[config.mk]
export PLATFORM = sky130hd
export DESIGN_NAME = bird_physics
export DESIGN_NICKNAME = d
export VERILOG_FILES = /design/src/rtl/flappy_pkg.sv /design/src/rtl/bird_physics_flap_sync.sv /design/src/rtl/bird_physics.sv
export SDC_FILE = /design/constraint.sdc
export NUM_CORES = 1
export LEC_CHECK = 0
export CAP_MARGIN = 5
export CORE_ASPECT_RATIO = 0.9
export CORE_MARGIN = 2
export CORE_UTILIZATION = 45
export DETAILED_ROUTE_END_ITERATION = 7
export PLACE_DENSITY = 0.69
export REMOVE_ABC_BUFFERS = 1
export SETUP_SLACK_MARGIN = 0.4
export SLEW_MARGIN = 20
export SYNTH_ARGS = -nofsm -noshare
export SYNTH_HDL_FRONTEND = slang
export SYNTH_SLANG_ARGS = --single-unit
[constraint.sdc]
create_clock -name clk_100MHz -period 6.5 [get_ports clk_100MHz]
set_clock_uncertainty 0.15 [all_clocks]
set_input_delay 0.65 -clock clk_100MHz [delete_from_list [all_inputs] [get_ports clk_100MHz]]
set_output_delay 0.65 -clock clk_100MHz [all_outputs]
set_load 0.03 [all_outputs]
[src/rtl/flappy_pkg.sv]
// Shared types and screen constants for the flappy-bird game blocks.
package flappy_pkg;

    typedef enum logic [1:0] {
        ST_IDLE  = 2'd0,
        ST_PLAY  = 2'd1,
        ST_DYING = 2'd2,
        ST_DEAD  = 2'd3
    } bird_state_t;

    localparam int FRAC_W   = 4;
    localparam int SCREEN_H = 480;
    localparam int SCREEN_W = 640;

    typedef logic [11:0] rgb444_t;

endpackage

[src/rtl/bird_physics_flap_sync.sv]
// Two-flop synchroniser for the asynchronous flap button plus a rising-edge pulse.
module flap_sync (
    input  logic i_clk,
    input  logic i_rst_n,
    input  logic i_flap_async,
    output logic o_rise
);

    logic r_meta;
    logic r_sync;
    logic r_prev;

    always_ff @(posedge i_clk or negedge i_rst_n) begin
        if (!i_rst_n) begin
            r_meta <= 1'b0;
            r_sync <= 1'b0;
            r_prev <= 1'b0;
        end else begin
            r_meta <= i_flap_async;
            r_sync <= r_meta;
            r_prev <= r_sync;
        end
    end

    assign o_rise = r_sync & ~r_prev;

endmodule

[src/rtl/bird_physics.sv]
// Bird vertical physics and game FSM, fixed-point position/velocity updated once per frame.
// Define CEIL_KILL_EN to make ceiling contact fatal; otherwise the bird is clamped and keeps playing.
//
// state    | meaning
// IDLE     | waiting for game_start, position frozen at spawn
// PLAY     | gravity and flaps applied on each frame_tick
// DYING    | hit by a pipe, falling under gravity only
// DEAD     | on the floor (or ceiling with kill), frozen until reset
module bird_physics #(
    parameter int          Y_W      = 10,
    parameter int          FRAC_W   = 4,
    parameter int          X_POS    = 200,
    parameter int          SPR_H    = 20,
    parameter int          SPR_W    = 20,
    parameter int          Y_START  = 240,
    parameter int          Y_MIN    = 10,
    parameter int          Y_MAX    = 470,
    parameter int          GRAVITY  = 4,
    parameter int          FLAP_VEL = 64,
    parameter int          VMAX     = 128,
    parameter logic [11:0] COLOR    = 12'hF0F
) (
    input  logic           clk_100MHz,
    input  logic           rst_n,
    input  logic           frame_tick,
    input  logic           flap,
    input  logic           game_start,
    input  logic           lose,
    output logic [Y_W-1:0] x,
    output logic [Y_W-1:0] y,
    output logic [4:0]     high,
    output logic [4:0]     width,
    output logic [11:0]    bruin_color,
    output logic [1:0]     state,
    output logic           game_over
);
    import flappy_pkg::*;

    localparam int PW = Y_W + FRAC_W;
    localparam int VW = PW + 1;
    localparam int SW = VW + 1;

    localparam logic [PW-1:0]        POS_START = PW'(Y_START << FRAC_W);
    localparam logic [PW-1:0]        POS_MIN   = PW'(Y_MIN << FRAC_W);
    localparam logic [PW-1:0]        POS_MAX   = PW'(Y_MAX << FRAC_W);
    localparam logic signed [SW-1:0] PMIN_S    = SW'(Y_MIN << FRAC_W);
    localparam logic signed [SW-1:0] PMAX_S    = SW'(Y_MAX << FRAC_W);
    localparam logic signed [SW-1:0] GRAV_S    = SW'(GRAVITY);
    localparam logic signed [SW-1:0] VMAX_S    = SW'(VMAX);
    localparam logic signed [SW-1:0] FLAP_S    = SW'(-FLAP_VEL);

`ifdef CEIL_KILL_EN
    localparam bit CEIL_KILL = 1'b1;
`else
    localparam bit CEIL_KILL = 1'b0;
`endif

    bird_state_t           r_state;
    logic [PW-1:0]         r_pos;
    logic signed [VW-1:0]  r_vel;
    logic                  r_flap_pend;
    logic [Y_W-1:0]        r_y;
    logic                  r_game_over;

    logic                  w_flap_rise;
    logic signed [SW-1:0]  w_vel_grav;
    logic signed [SW-1:0]  w_vel_fall;
    logic signed [SW-1:0]  w_vel_next;
    logic signed [SW-1:0]  w_pos_sum;
    logic                  w_floor;
    logic                  w_ceil;
    logic                  w_kill;
    logic [PW-1:0]         w_pos_new;
    logic signed [VW-1:0]  w_vel_new;

    flap_sync u_flap_sync (
        .i_clk        (clk_100MHz),
        .i_rst_n      (rst_n),
        .i_flap_async (flap),
        .o_rise       (w_flap_rise)
    );

    // Sums are one bit wider than velocity so neither clamp can be fooled by wrap-around.
    always_comb begin
        w_vel_grav = SW'(r_vel) + GRAV_S;
        w_vel_fall = (w_vel_grav > VMAX_S) ? VMAX_S : w_vel_grav;
        w_vel_next = (r_state == ST_PLAY && r_flap_pend) ? FLAP_S : w_vel_fall;
        w_pos_sum  = $signed({2'b00, r_pos}) + w_vel_next;
        w_floor    = (w_pos_sum >= PMAX_S);
        w_ceil     = (w_pos_sum <= PMIN_S);
        w_kill     = w_floor | (w_ceil & CEIL_KILL);
        w_pos_new  = PW'(w_pos_sum);
        w_vel_new  = VW'(w_vel_next);
        if (w_floor) begin
            w_pos_new = POS_MAX;
            w_vel_new = '0;
        end else if (w_ceil) begin
            w_pos_new = POS_MIN;
            w_vel_new = '0;
        end
    end

    always_ff @(posedge clk_100MHz or negedge rst_n) begin
        if (!rst_n) begin
            r_state     <= ST_IDLE;
            r_pos       <= POS_START;
            r_vel       <= '0;
            r_flap_pend <= 1'b0;
            r_y         <= Y_W'(Y_START);
            r_game_over <= 1'b0;
        end else begin
            unique case (r_state)
                ST_IDLE: begin
                    if (game_start)
                        r_state <= ST_PLAY;
                end
                ST_PLAY, ST_DYING: begin
                    if (r_state == ST_PLAY && lose)
                        r_state <= ST_DYING;
                    // A kill on this tick overrides the lose transition above.
                    if (frame_tick) begin
                        r_pos <= w_pos_new;
                        r_vel <= w_vel_new;
                        r_y   <= w_pos_new[PW-1:FRAC_W];
                        if (w_kill) begin
                            r_state     <= ST_DEAD;
                            r_game_over <= 1'b1;
                        end
                    end
                end
                default: ;
            endcase

            if (r_state != ST_PLAY)
                r_flap_pend <= 1'b0;
            else if (frame_tick)
                r_flap_pend <= w_flap_rise;
            else if (w_flap_rise)
                r_flap_pend <= 1'b1;
        end
    end

    assign x           = Y_W'(X_POS);
    assign y           = r_y;
    assign high        = 5'(SPR_H);
    assign width       = 5'(SPR_W);
    assign bruin_color = COLOR;
    assign state       = r_state;
    assign game_over   = r_game_over;

endmodule

==> out/metrics.cfg, run 1 <==
[outcome]
outcome=finished clean

[global_route]
busiest_layer=met2
antenna_found_initial=0
met2_usage_pct=30.4
grt_pass1_vias=2257
grt-ovfl-total=0
grt.met1_usage_pct=25.7
grt_pass1_wl_um=11100
grt_max_degree=37
use_met3_pct=3.12
grt_usage_pct=18.8

[die]
dieArea_um2=7420
initial_core_util_pct=46.3
die_w_um=90.6
num_io_pins=51
fp.coreArea_um2=6550
die_h_um=81.9
rows=28

[worst_setup_path]
r2r_cells=20
r2r_start=r_vel[4]$_DFFE_PN0P_
end_kind=flop
timing.reg2reg.setup_slack_ns=0.81
cp-endpoint=r_pos[2]$_DFFE_PN0P_
cp-startpoint=r_vel[4]$_DFFE_PN0P_
cp-start-kind=flop
r2r-end=r_pos[2]$_DFFE_PN0P_
required_ns=6.53
crit_fanout=15
arrival_ns=5.72
critPathKind=flop to flop

[route]
wirelength_um=6670
final_antenna_net_count=0
dr.pass1.iters=5
drc=0
drt_iter0_drc=195
vias=2443
viasPerCell=5.56
wl_per_cell_um=15.2

[final_layout]
antenna-diode-count=0
area_growth_syn_to_layout_pct=6.22
layout_common_cells=nand2_1 (34), conb_1 (32), dfrtp_1 (32)
layout_commonest_cell=nand2_1
num-fill-cells=614
nets=374
drive_gt1_share_pct=9.17

[logic_synthesis]
syn_area_um2=3040
synth_edf_count=0
synth_flop_cell=dfrtp_1
async_reset_ff_share_pct=100
yosysWarnings=0
yosysUniqueCellTypes=55
synth_cells=344
ys_ff_latch=36
syn_area_per_cell_um2=8.82
ys_seq_area_share_pct=29.8

[cts]
cts_buffers=5
cts_max_path_buffers=2
cts-root-buf=clkbuf_8
htree_num_levels=2
cts_tree=built
cts_sinks=36
cts_hold_buf=0
insertion_delay_ns=0.29
path_clk_slew_ns=0.08

[place]
place.gp.congestion=0.959
hpwlAfterDp_um=4950
io_buffers=18

[sta]
report.final.slew_viol_count=0
maxSlewHeadroom_pct=39.6
hold_viol_final=0
worstMarginPinSlew_ns=0.903
fmaxAchievable_mhz=176
period_share_pct=87.5
fin_crit_ns=5.69
tns_ns=0
grt_setup_unrepaired=false
setup_viol_count_final=0

[power_and_ir_drop]
cellLeakagePower_nw=1.41
powerDensity_nw_per_um2=592
peakVddDrop_uv=399
total_power_w=0.00191

[min_path]
worstHoldPathType=flop to flop

[flow_run]
cap_violations=0

[kinds of logic (layout without fill, tap and decap cells)]
| group | Yosys count | in the layout | share of synthesized area, % |
|---|---|---|---|
| buffers and inverters | 67 | 42 | 13.6 |
| xor gates and xnor gates | 24 | 24 | 6.92 |
| DFF | 36 | 36 | 29.8 |
| AOI/OAI and AO/OA | 87 | 87 | 21.1 |
| other | 2 | 32 | 0.247 |
| and+or+nand+nor | 103 | 103 | 18.0 |
| adders and majority gates | 20 | 20 | 8.49 |
| muxes | 5 | 5 | 1.77 |
[area by class of cell]
cell class,count,area (µm²),area share (%)
Inverter,13,48.8,1.51
Sequential cell,36,906,28.1
Timing Repair Buffer,21,210,6.52
Tap cell,90,113,3.49
Multi-Input combinational cell,271,1850,57.3
Clock buffer,8,100,3.10
[flip-flops by register name (all words and copies together), names as in the netlist]
signal and count:
r_vel 15, r_pos 14, state 2, game_over 1, r_flap_pend 1, u_flap_sync.r_meta 1
u_flap_sync.r_prev 1, u_flap_sync.r_sync 1
[Yosys cell counts (all sizes together), types with 2 or more instances]
cell type / count / area [µm²]
a211o: 3 / 26.3
a211oi: 5 / 42.5
a21oi: 13 / 72.6
a221o: 4 / 40.0
a22o: 15 / 131
a31oi: 6 / 37.5
and2: 12 / 75.1
buf: 46 / 334
clkbuf: 8 / 30.0
conb: 2 / 7.51
dfrtp: 32 / 801
dfstp: 4 / 105
ha: 19 / 238
inv: 13 / 48.8
mux2: 3 / 33.8
mux2i: 2 / 20.0
nand2: 34 / 128
nand2b: 8 / 57.6
nand3: 8 / 40.0
nand4: 5 / 31.3
nor2: 15 / 58.8
nor3: 9 / 56.3
nor4: 5 / 46.3
o211ai: 3 / 22.5
o21a: 3 / 22.5
o21ai: 18 / 93.8
o22ai: 2 / 12.5
o31a: 3 / 26.3
o31ai: 3 / 36.3
o41ai: 3 / 26.3
or2: 2 / 12.5
or4: 2 / 15.0
xnor2: 12 / 105
xor2: 12 / 105
[where the power goes]
| part | leakage (nW) | switching, W | total [W] | internal (W) |
|---|---|---|---|---|
| Clock | 0.0515 | 0.0000829 | 0.000180 | 0.0000969 |
| Sequential | 0.455 | 0.0000868 | 0.000390 | 0.000304 |
| Combinational | 0.903 | 0.000803 | 0.00134 | 0.000535 |
[worst max-delay path, stage by stage, from the launching register on]
cell      delay, ns
dfrtp_1        0.54
nand4_1        0.31
nor3_2         0.38
mux2_2         0.37
o21a_1         0.18
o31a_1         0.33
nor2_2         0.25
and2_1         0.17
ha_1           0.17
inv_1          0.06
fa_1           0.39
nand2b_1       0.23
a211o_1        0.31
a31o_2         0.22
nand2_1        0.07
xor2_1         0.35
a31oi_1        0.21
o21ai_4        0.36
nor3_4         0.09
buf_12         0.16
a32o_1         0.25
[through the flow]
stage	cell area [µm²]	cells	util [%]	hold slack [ns]	worst slack [ns]
after CTS	3170	436	48.4	0.208	0.520
after global placement	3070	428	46.9	0.182	0.607
final	3220	439	49.2	0.203	0.811
after global routing	3220	439	49.2	0.223	0.460
after detailed placement	3070	428	46.9	0.191	0.551
after floorplan	2780	320	-	0.181	1.45
[worst min path at each step]
| stage | start | endpoint | cells after the start |
|---|---|---|---|
| final | u_flap_sync.r_meta$_DFF_PN0_ | u_flap_sync.r_sync$_DFF_PN0_ | 0 |
| after global placement | u_flap_sync.r_meta$_DFF_PN0_ | u_flap_sync.r_sync$_DFF_PN0_ | 0 |
| after global routing | u_flap_sync.r_meta$_DFF_PN0_ | u_flap_sync.r_sync$_DFF_PN0_ | 0 |
| after CTS | u_flap_sync.r_meta$_DFF_PN0_ | u_flap_sync.r_sync$_DFF_PN0_ | 0 |
| after floorplan | u_flap_sync.r_meta$_DFF_PN0_ | u_flap_sync.r_sync$_DFF_PN0_ | 0 |
| after detailed placement | u_flap_sync.r_meta$_DFF_PN0_ | u_flap_sync.r_sync$_DFF_PN0_ | 0 |
[metal layers]
metal / up-vias / part of all wire [%] / wire (µm)
met5: - / 0 / 0
met4: 0 / 1.1 / 76
met3: 6 / 6.0 / 402
met2: 105 / 45 / 3010
met1: 1156 / 48 / 3170
li1: 1176 / - / -
[repair_timing]
action                                  4_1_cts  5_1_grt
endpoints found under the hold margin         0        0
buffers inserted                              0        3
resized for setup                             0        3
endpoints found under the setup margin        0       27
No activity file was read; power rests on OpenSTA's default activity.
==> inputs of run 2 (changes only) <==
- CORE_ASPECT_RATIO: 0.9 -> 1.5
- SETUP_SLACK_MARGIN: 0.4 -> default
==> run 2 against run 1 <==
- via count fell by 1.1%
- critical path depth fell by 1
- first-iteration DRC count fell by 46%
- sequential cell count did not move
- hold slack improved by 0.0097 ns
- combinational power barely moved
- clock-buffer cell count fell by 2
- sequential share of layout area rose by 0.56 points
==> out/metrics.cfg, run 2 (same netlist as run 1, synthesis figures left out) <==
[outcome]
outcome=finished clean  ; unchanged

[min_path]
worstHoldPathType=flop to flop  ; unchanged

[cts]
postCtsResizedCells=0  ; unchanged
cts_buffers=5  ; unchanged
htree_num_levels=2  ; unchanged
cts_sinks=36  ; unchanged
cts-root-buf=clkbuf_8  ; unchanged
path_clk_slew_ns=0.08  ; about the same
cts_tree=built  ; unchanged
insertion_delay_ns=0.30  ; was 0.29 ns
cts_setup_buffers=0  ; unchanged
cts_hold_buf=0  ; unchanged
cts_max_path_buffers=2  ; unchanged

[sta]
fin_crit_ns=6.09  ; was 5.69 ns
tns_ns=0  ; unchanged
grt_setup_unrepaired=false  ; unchanged
report.final.slew_viol_count=0  ; unchanged
period_share_pct=93.7  ; was 87.5%
holdWs_ns=0.212  ; was 0.203 ns
setup_viol_count_final=0  ; unchanged
worstMarginPinSlew_ns=0.933  ; was 0.903 ns
maxSlewHeadroom_pct=37.7  ; was 39.6%
fmaxAchievable_mhz=164  ; was 176 MHz
hold_viol_final=0  ; unchanged

[worst_setup_path]
cpPeakStageDelay_ns=0.64  ; was 0.54 ns
cp-endpoint=r_pos[2]$_DFFE_PN0P_  ; unchanged
path_cells=nand4_1 > nor3_1 > mux2_2 > o21a_1 > o31a_1 > nor2_2 > and2_1 > ha_1 > inv_1 > fa_1 > nand2b_1 > a211o_1 > a31o_2 > a31oi_1 > o41ai_1 > xnor2_1 > o21ai_2 > nor3_4 > a32o_1  ; was nand4_1 > nor3_2 > mux2_2 > o21a_1 > o31a_1 > nor2_2 > and2_1 > ha_1 > inv_1 > fa_1 > nand2b_1 > a211o_1 > a31o_2 > nand2_1 > xor2_1 > a31oi_1 > o21ai_4 > nor3_4 > buf_12 > a32o_1
crit_buf_inv=1  ; was 2
cp_top_family=simple AND/OR/NAND/NOR gates  ; was compound AO/OA/AOI/OAI gates
crit_fanout=15  ; unchanged
cp.depth=19  ; was 20
r2r-end=r_pos[2]$_DFFE_PN0P_  ; unchanged
cp-start-kind=flop  ; unchanged
r2r_start=r_vel[4]$_DFFE_PN0P_  ; unchanged
end_kind=flop  ; unchanged
timing.reg2reg.setup_slack_ns=0.41  ; was 0.81 ns
critPathKind=flop to flop  ; unchanged
critPathSlowestCell=nor3_4  ; was dfrtp_1
required_ns=6.59  ; was 6.53 ns
cp-startpoint=r_vel[4]$_DFFE_PN0P_  ; unchanged
arrival_ns=6.18  ; was 5.72 ns
r2r_cells=19  ; was 20

[die]
dieArea_um2=7430  ; was 7420 µm²
fp.coreArea_um2=6530  ; was 6550 µm²
initial_core_util_pct=46.5  ; was 46.3%
rows=36  ; was 28
die_h_um=105  ; was 81.9 µm
num_io_pins=51  ; unchanged
die_w_um=71.1  ; was 90.6 µm

[final_layout]
num-fill-cells=622  ; was 614
drive_gt1_share_pct=7.80  ; was 9.17%
design_area_um2=3160  ; was 3220 µm²
antenna-diode-count=0  ; unchanged
area_growth_syn_to_layout_pct=4.16  ; was 6.22%
nets=371  ; was 374
largest_reg_flops=15  ; unchanged
layout_common_cells=nand2_1 (34), conb_1 (32), dfrtp_1 (32)  ; unchanged
regMostFlops=r_vel  ; unchanged
layout_commonest_cell=nand2_1  ; unchanged

[power_and_ir_drop]
peakVddDrop_uv=390  ; was 399 µV
cellLeakagePower_nw=1.39  ; was 1.41 nW
total_power_w=0.00190  ; was 0.00191 W
powerDensity_nw_per_um2=601  ; was 592 nW/µm²

[global_route]
grt_usage_pct=19.8  ; was 18.8%
grt_pass1_wl_um=11600  ; was 11100 µm
grt_pass1_vias=2399  ; was 2257
grt-ovfl-total=0  ; unchanged
antenna_found_initial=0  ; unchanged
grt_max_degree=37  ; unchanged

[place]
place_area_um2=3050  ; was 3070 µm²
place.gp.congestion=0.917  ; was 0.959
io_buffers=18  ; unchanged
hpwlAfterDp_um=5210  ; was 4950 µm

[route]
wirelength_um=6940  ; was 6670 µm
vias=2415  ; was 2443
dr.pass1.iters=4  ; was 5
final_antenna_net_count=0  ; unchanged
viasPerCell=5.72  ; was 5.56
drc=0  ; unchanged
wl_per_cell_um=16.5  ; was 15.2 µm
drt_iter0_drc=106  ; was 195

[flow_run]
cap_violations=0  ; unchanged

## run 2: changes by cell type in the layout (fill, tap and decap cells not counted), sizes merged
cell / change
bufinv: +1
buf: -3
clkinv: +1
clkbuf: -2
## run 2: how the worst min path moves through the flow
stage,to,slack [ns],startpoint,depth (start not counted)
6_report,u_flap_sync.r_sync$_DFF_PN0_,0.21,u_flap_sync.r_meta$_DFF_PN0_,0
5_1_grt,u_flap_sync.r_sync$_DFF_PN0_,0.22,u_flap_sync.r_meta$_DFF_PN0_,0
4_1_cts,u_flap_sync.r_sync$_DFF_PN0_,0.22,u_flap_sync.r_meta$_DFF_PN0_,0
3_5_place_dp,u_flap_sync.r_sync$_DFF_PN0_,0.19,u_flap_sync.r_meta$_DFF_PN0_,0
3_3_place_gp,u_flap_sync.r_sync$_DFF_PN0_,0.20,u_flap_sync.r_meta$_DFF_PN0_,0
2_1_floorplan,u_flap_sync.r_sync$_DFF_PN0_,0.18,u_flap_sync.r_meta$_DFF_PN0_,0
## run 2: worst register-to-register path, delay by kind of cell, from the launching register on
| family | cells | cell delay (ns) |
|---|---|---|
| AO/OA/AOI/OAI | 8 | 1.94 |
| multiplexers | 1 | 0.40 |
| flip-flops | 1 | 0.52 |
| buffers and inverters | 1 | 0.06 |
| adder cells (fa/ha/maj) | 2 | 0.55 |
| XOR/XNOR | 1 | 0.28 |
| AND/OR/NAND/NOR | 6 | 2.11 |
## run 2: cell type report
cell class,instances,area [µm²],share of cell area (%)
multi-input combinational,271,1830,57.9
clock inverter,2,35.0,1.11
tap,76,95.1,3.01
inverter,13,48.8,1.54
sequential,36,906,28.7
timing repair buffer,18,175,5.54
clock buffer,6,72.6,2.30
## run 2: report_power, final
group / leakage [nW] / switching, W / internal, W / total [W]
Combinational: 0.883 / 0.000808 / 0.000498 / 0.00131
Clock: 0.0552 / 0.0000881 / 0.000114 / 0.000202
Sequential: 0.455 / 0.0000880 / 0.000304 / 0.000392
## run 2: metrics by stage
| step | cells | util [%] | worst slack [ns] |
|---|---|---|---|
| CTS | 422 | 48.4 | 0.450 |
| floorplan | 320 | - | 1.45 |
| finish | 422 | 48.4 | 0.409 |
| global route | 422 | 48.4 | 0.0872 |
| global placement | 414 | 46.8 | 0.519 |
| detailed placement | 414 | 46.8 | 0.485 |
## run 2: per-layer routing
layer | GRT usage (%) | vias up | share of wire (%)
met5 | 0 | - | 0
met4 | 11.3 | 0 | 3.5
met3 | 2.70 | 14 | 3.9
met2 | 34.1 | 67 | 52
met1 | 23.2 | 1163 | 40
li1 | - | 1171 | -
==> inputs of run 3 (changes only) <==
- clock period: 6.5 -> 5.9 ns (I/O delays scaled with it)
==> run 3 against run 2 <==
- register-to-register slack worse by 0.11 ns
- sequential share of layout area shrank 0.47 points
- power rose by 13%
- clock-buffer cell count stayed put
- via count up 2.6%
- first-iteration DRC count grew 13%
- critical path depth up 1
==> out/metrics.cfg, run 3 (same netlist as run 1, synthesis figures left out) <==
[worst_setup_path]
r2r_cells=20  ; was 19
required_ns=5.96  ; was 6.59 ns
arrival_ns=5.66  ; was 6.18 ns
critPathKind=flop to flop  ; unchanged
cp-start-kind=flop  ; unchanged
end_kind=flop  ; unchanged
crit_fanout=15  ; unchanged
r2r-end=r_pos[2]$_DFFE_PN0P_  ; unchanged
timing.reg2reg.setup_slack_ns=0.30  ; was 0.41 ns
r2r_start=r_vel[4]$_DFFE_PN0P_  ; unchanged

[route]
drc=0  ; unchanged
drt_iter0_drc=120  ; was 106
final_antenna_net_count=0  ; unchanged
wirelength_um=7040  ; was 6940 µm
vias=2478  ; was 2415
dr.pass1.iters=4  ; unchanged
wl_per_cell_um=16.5  ; about the same
viasPerCell=5.79  ; was 5.72

[min_path]
hold_depth=0  ; unchanged
hp-start=u_flap_sync.r_meta$_DFF_PN0_  ; unchanged
holdPathEnd=u_flap_sync.r_sync$_DFF_PN0_  ; unchanged
worstHoldPathType=flop to flop  ; unchanged

[outcome]
outcome=finished clean  ; unchanged

[sta]
hold_viol_final=0  ; unchanged
grt_setup_unrepaired=false  ; unchanged
tns_ns=0  ; unchanged
worstMarginPinSlew_ns=0.906  ; was 0.933 ns
setup_viol_count_final=0  ; unchanged
period_share_pct=94.9  ; was 93.7%
report.final.slew_viol_count=0  ; unchanged
fin_crit_ns=5.60  ; was 6.09 ns
fmaxAchievable_mhz=179  ; was 164 MHz
maxSlewHeadroom_pct=39.4  ; was 37.7%

[place]
hpwlAfterDp_um=5420  ; was 5210 µm
place.gp.congestion=0.962  ; was 0.917
dp_cells=420  ; was 414
io_buffers=18  ; unchanged
place_area_um2=3100  ; was 3050 µm²

[final_layout]
area_growth_syn_to_layout_pct=5.89  ; was 4.16%
layout_commonest_cell=nand2_1  ; unchanged
layout_common_cells=nand2_1 (34), conb_1 (32), dfrtp_1 (32)  ; unchanged
drive_gt1_share_pct=9.38  ; was 7.80%
design_area_um2=3210  ; was 3160 µm²
nets=377  ; was 371
antenna-diode-count=0  ; unchanged
regMostFlops=r_vel  ; unchanged
largest_reg_flops=15  ; unchanged
post-route-util_pct=49.2  ; was 48.4%
final_cell_count_no_fill=428  ; was 422

[flow_run]
cap_violations=0  ; unchanged

[die]
die_h_um=105  ; unchanged
rows=36  ; unchanged
initial_core_util_pct=46.5  ; unchanged
fp.coreArea_um2=6530  ; unchanged
num_io_pins=51  ; unchanged
dieArea_um2=7430  ; unchanged
die_w_um=71.1  ; unchanged

[power_and_ir_drop]
total_power_w=0.00215  ; was 0.00190 W
cellLeakagePower_nw=1.43  ; was 1.39 nW
powerDensity_nw_per_um2=668  ; was 601 nW/µm²
peakVddDrop_uv=423  ; was 390 µV

[global_route]
grt_usage_pct=19.2  ; was 19.8%
grt_pass1_vias=2417  ; was 2399
grt-ovfl-total=0  ; unchanged
antenna_found_initial=0  ; unchanged
grt_pass1_wl_um=11400  ; was 11600 µm
grt_max_degree=37  ; unchanged

[cts]
cts_buffers=5  ; unchanged
cts_setup_buffers=0  ; unchanged
cts_sinks=36  ; unchanged
cts_tree=built  ; unchanged
cts-root-buf=clkbuf_8  ; unchanged
cts_max_path_buffers=2  ; unchanged
htree_num_levels=2  ; unchanged
path_clk_slew_ns=0.08  ; about the same
insertion_delay_ns=0.29  ; was 0.30 ns

[run 3: cell count changes in the layout (fill, tap and decap cells not counted), sizes merged]
cell	delta
buf	+6
[run 3: what timing repair did]
action | in CTS | in global routing
hold buffers | 0 | 0
setup endpoints to repair | 0 | 6
gates resized for setup | 0 | 1
[run 3: worst max-delay path, stage by stage, from the launching register on]
cell and delay, ns:
dfrtp_1 0.53, nand4_1 0.31, nor3_1 0.35, mux2_2 0.37, o21a_1 0.17, o31a_1 0.33, nor2_2 0.21, and2_1 0.16
ha_1 0.17, inv_1 0.06, fa_1 0.38, nand2b_1 0.21, a211o_1 0.29, a31o_2 0.23, a31oi_1 0.29, o41ai_1 0.14
xnor2_1 0.35, o21ai_4 0.20, nor3_4 0.19, buf_4 0.24, a32o_1 0.20
[run 3: cell type report]
cell class | count | area [µm²]
Clock buffer | 6 | 72.6
Clock inverter | 2 | 35.0
Fill cell | 618 | 3320
Inverter | 13 | 48.8
Multi-Input combinational cell | 271 | 1840
Sequential cell | 36 | 906
Tap cell | 76 | 95.1
Timing Repair Buffer | 24 | 220
[run 3: power breakdown]
group	leakage (nW)	switching (W)	internal, W
clock	0.0552	0.0000919	0.000125
combinational	0.916	0.000911	0.000587
sequential	0.455	0.0000983	0.000335
total	1.43	0.00110	0.00105
[run 3: worst max-delay path by stage]
stage | start | end | slack [ns] | depth (start not counted)
2_1_floorplan | r_vel[4]$_DFFE_PN0P_ | r_pos[6]$_DFFE_PN0P_ | 0.85 | 19
3_3_place_gp | r_vel[4]$_DFFE_PN0P_ | game_over$_DFFE_PN0P_ | 0.43 | 19
3_5_place_dp | r_vel[4]$_DFFE_PN0P_ | r_pos[2]$_DFFE_PN0P_ | 0.34 | 20
4_1_cts | r_vel[4]$_DFFE_PN0P_ | r_pos[2]$_DFFE_PN0P_ | 0.31 | 20
5_1_grt | r_vel[4]$_DFFE_PN0P_ | r_pos[2]$_DFFE_PN0P_ | 0.02 | 20
6_report | r_vel[4]$_DFFE_PN0P_ | r_pos[2]$_DFFE_PN0P_ | 0.30 | 20
[run 3: metal layers]
metal  global-route usage [%]  wire, µm  vias up
li1                         -         -     1175
met2                     35.2      3810       82
met1                     21.5      2760     1203
met3                     2.51       267       18
met5                        0         0        -
met4                     8.36       204        0
[run 3: metrics by stage]
| stage | worst slack (ns) | hold slack (ns) |
|---|---|---|
| 6_report | 0.300 | 0.204 |
| 5_1_grt | 0.0173 | 0.221 |
| 4_1_cts | 0.313 | 0.207 |
| 3_5_place_dp | 0.337 | 0.191 |
| 3_3_place_gp | 0.428 | 0.195 |
| 2_1_floorplan | 0.846 | 0.144 |
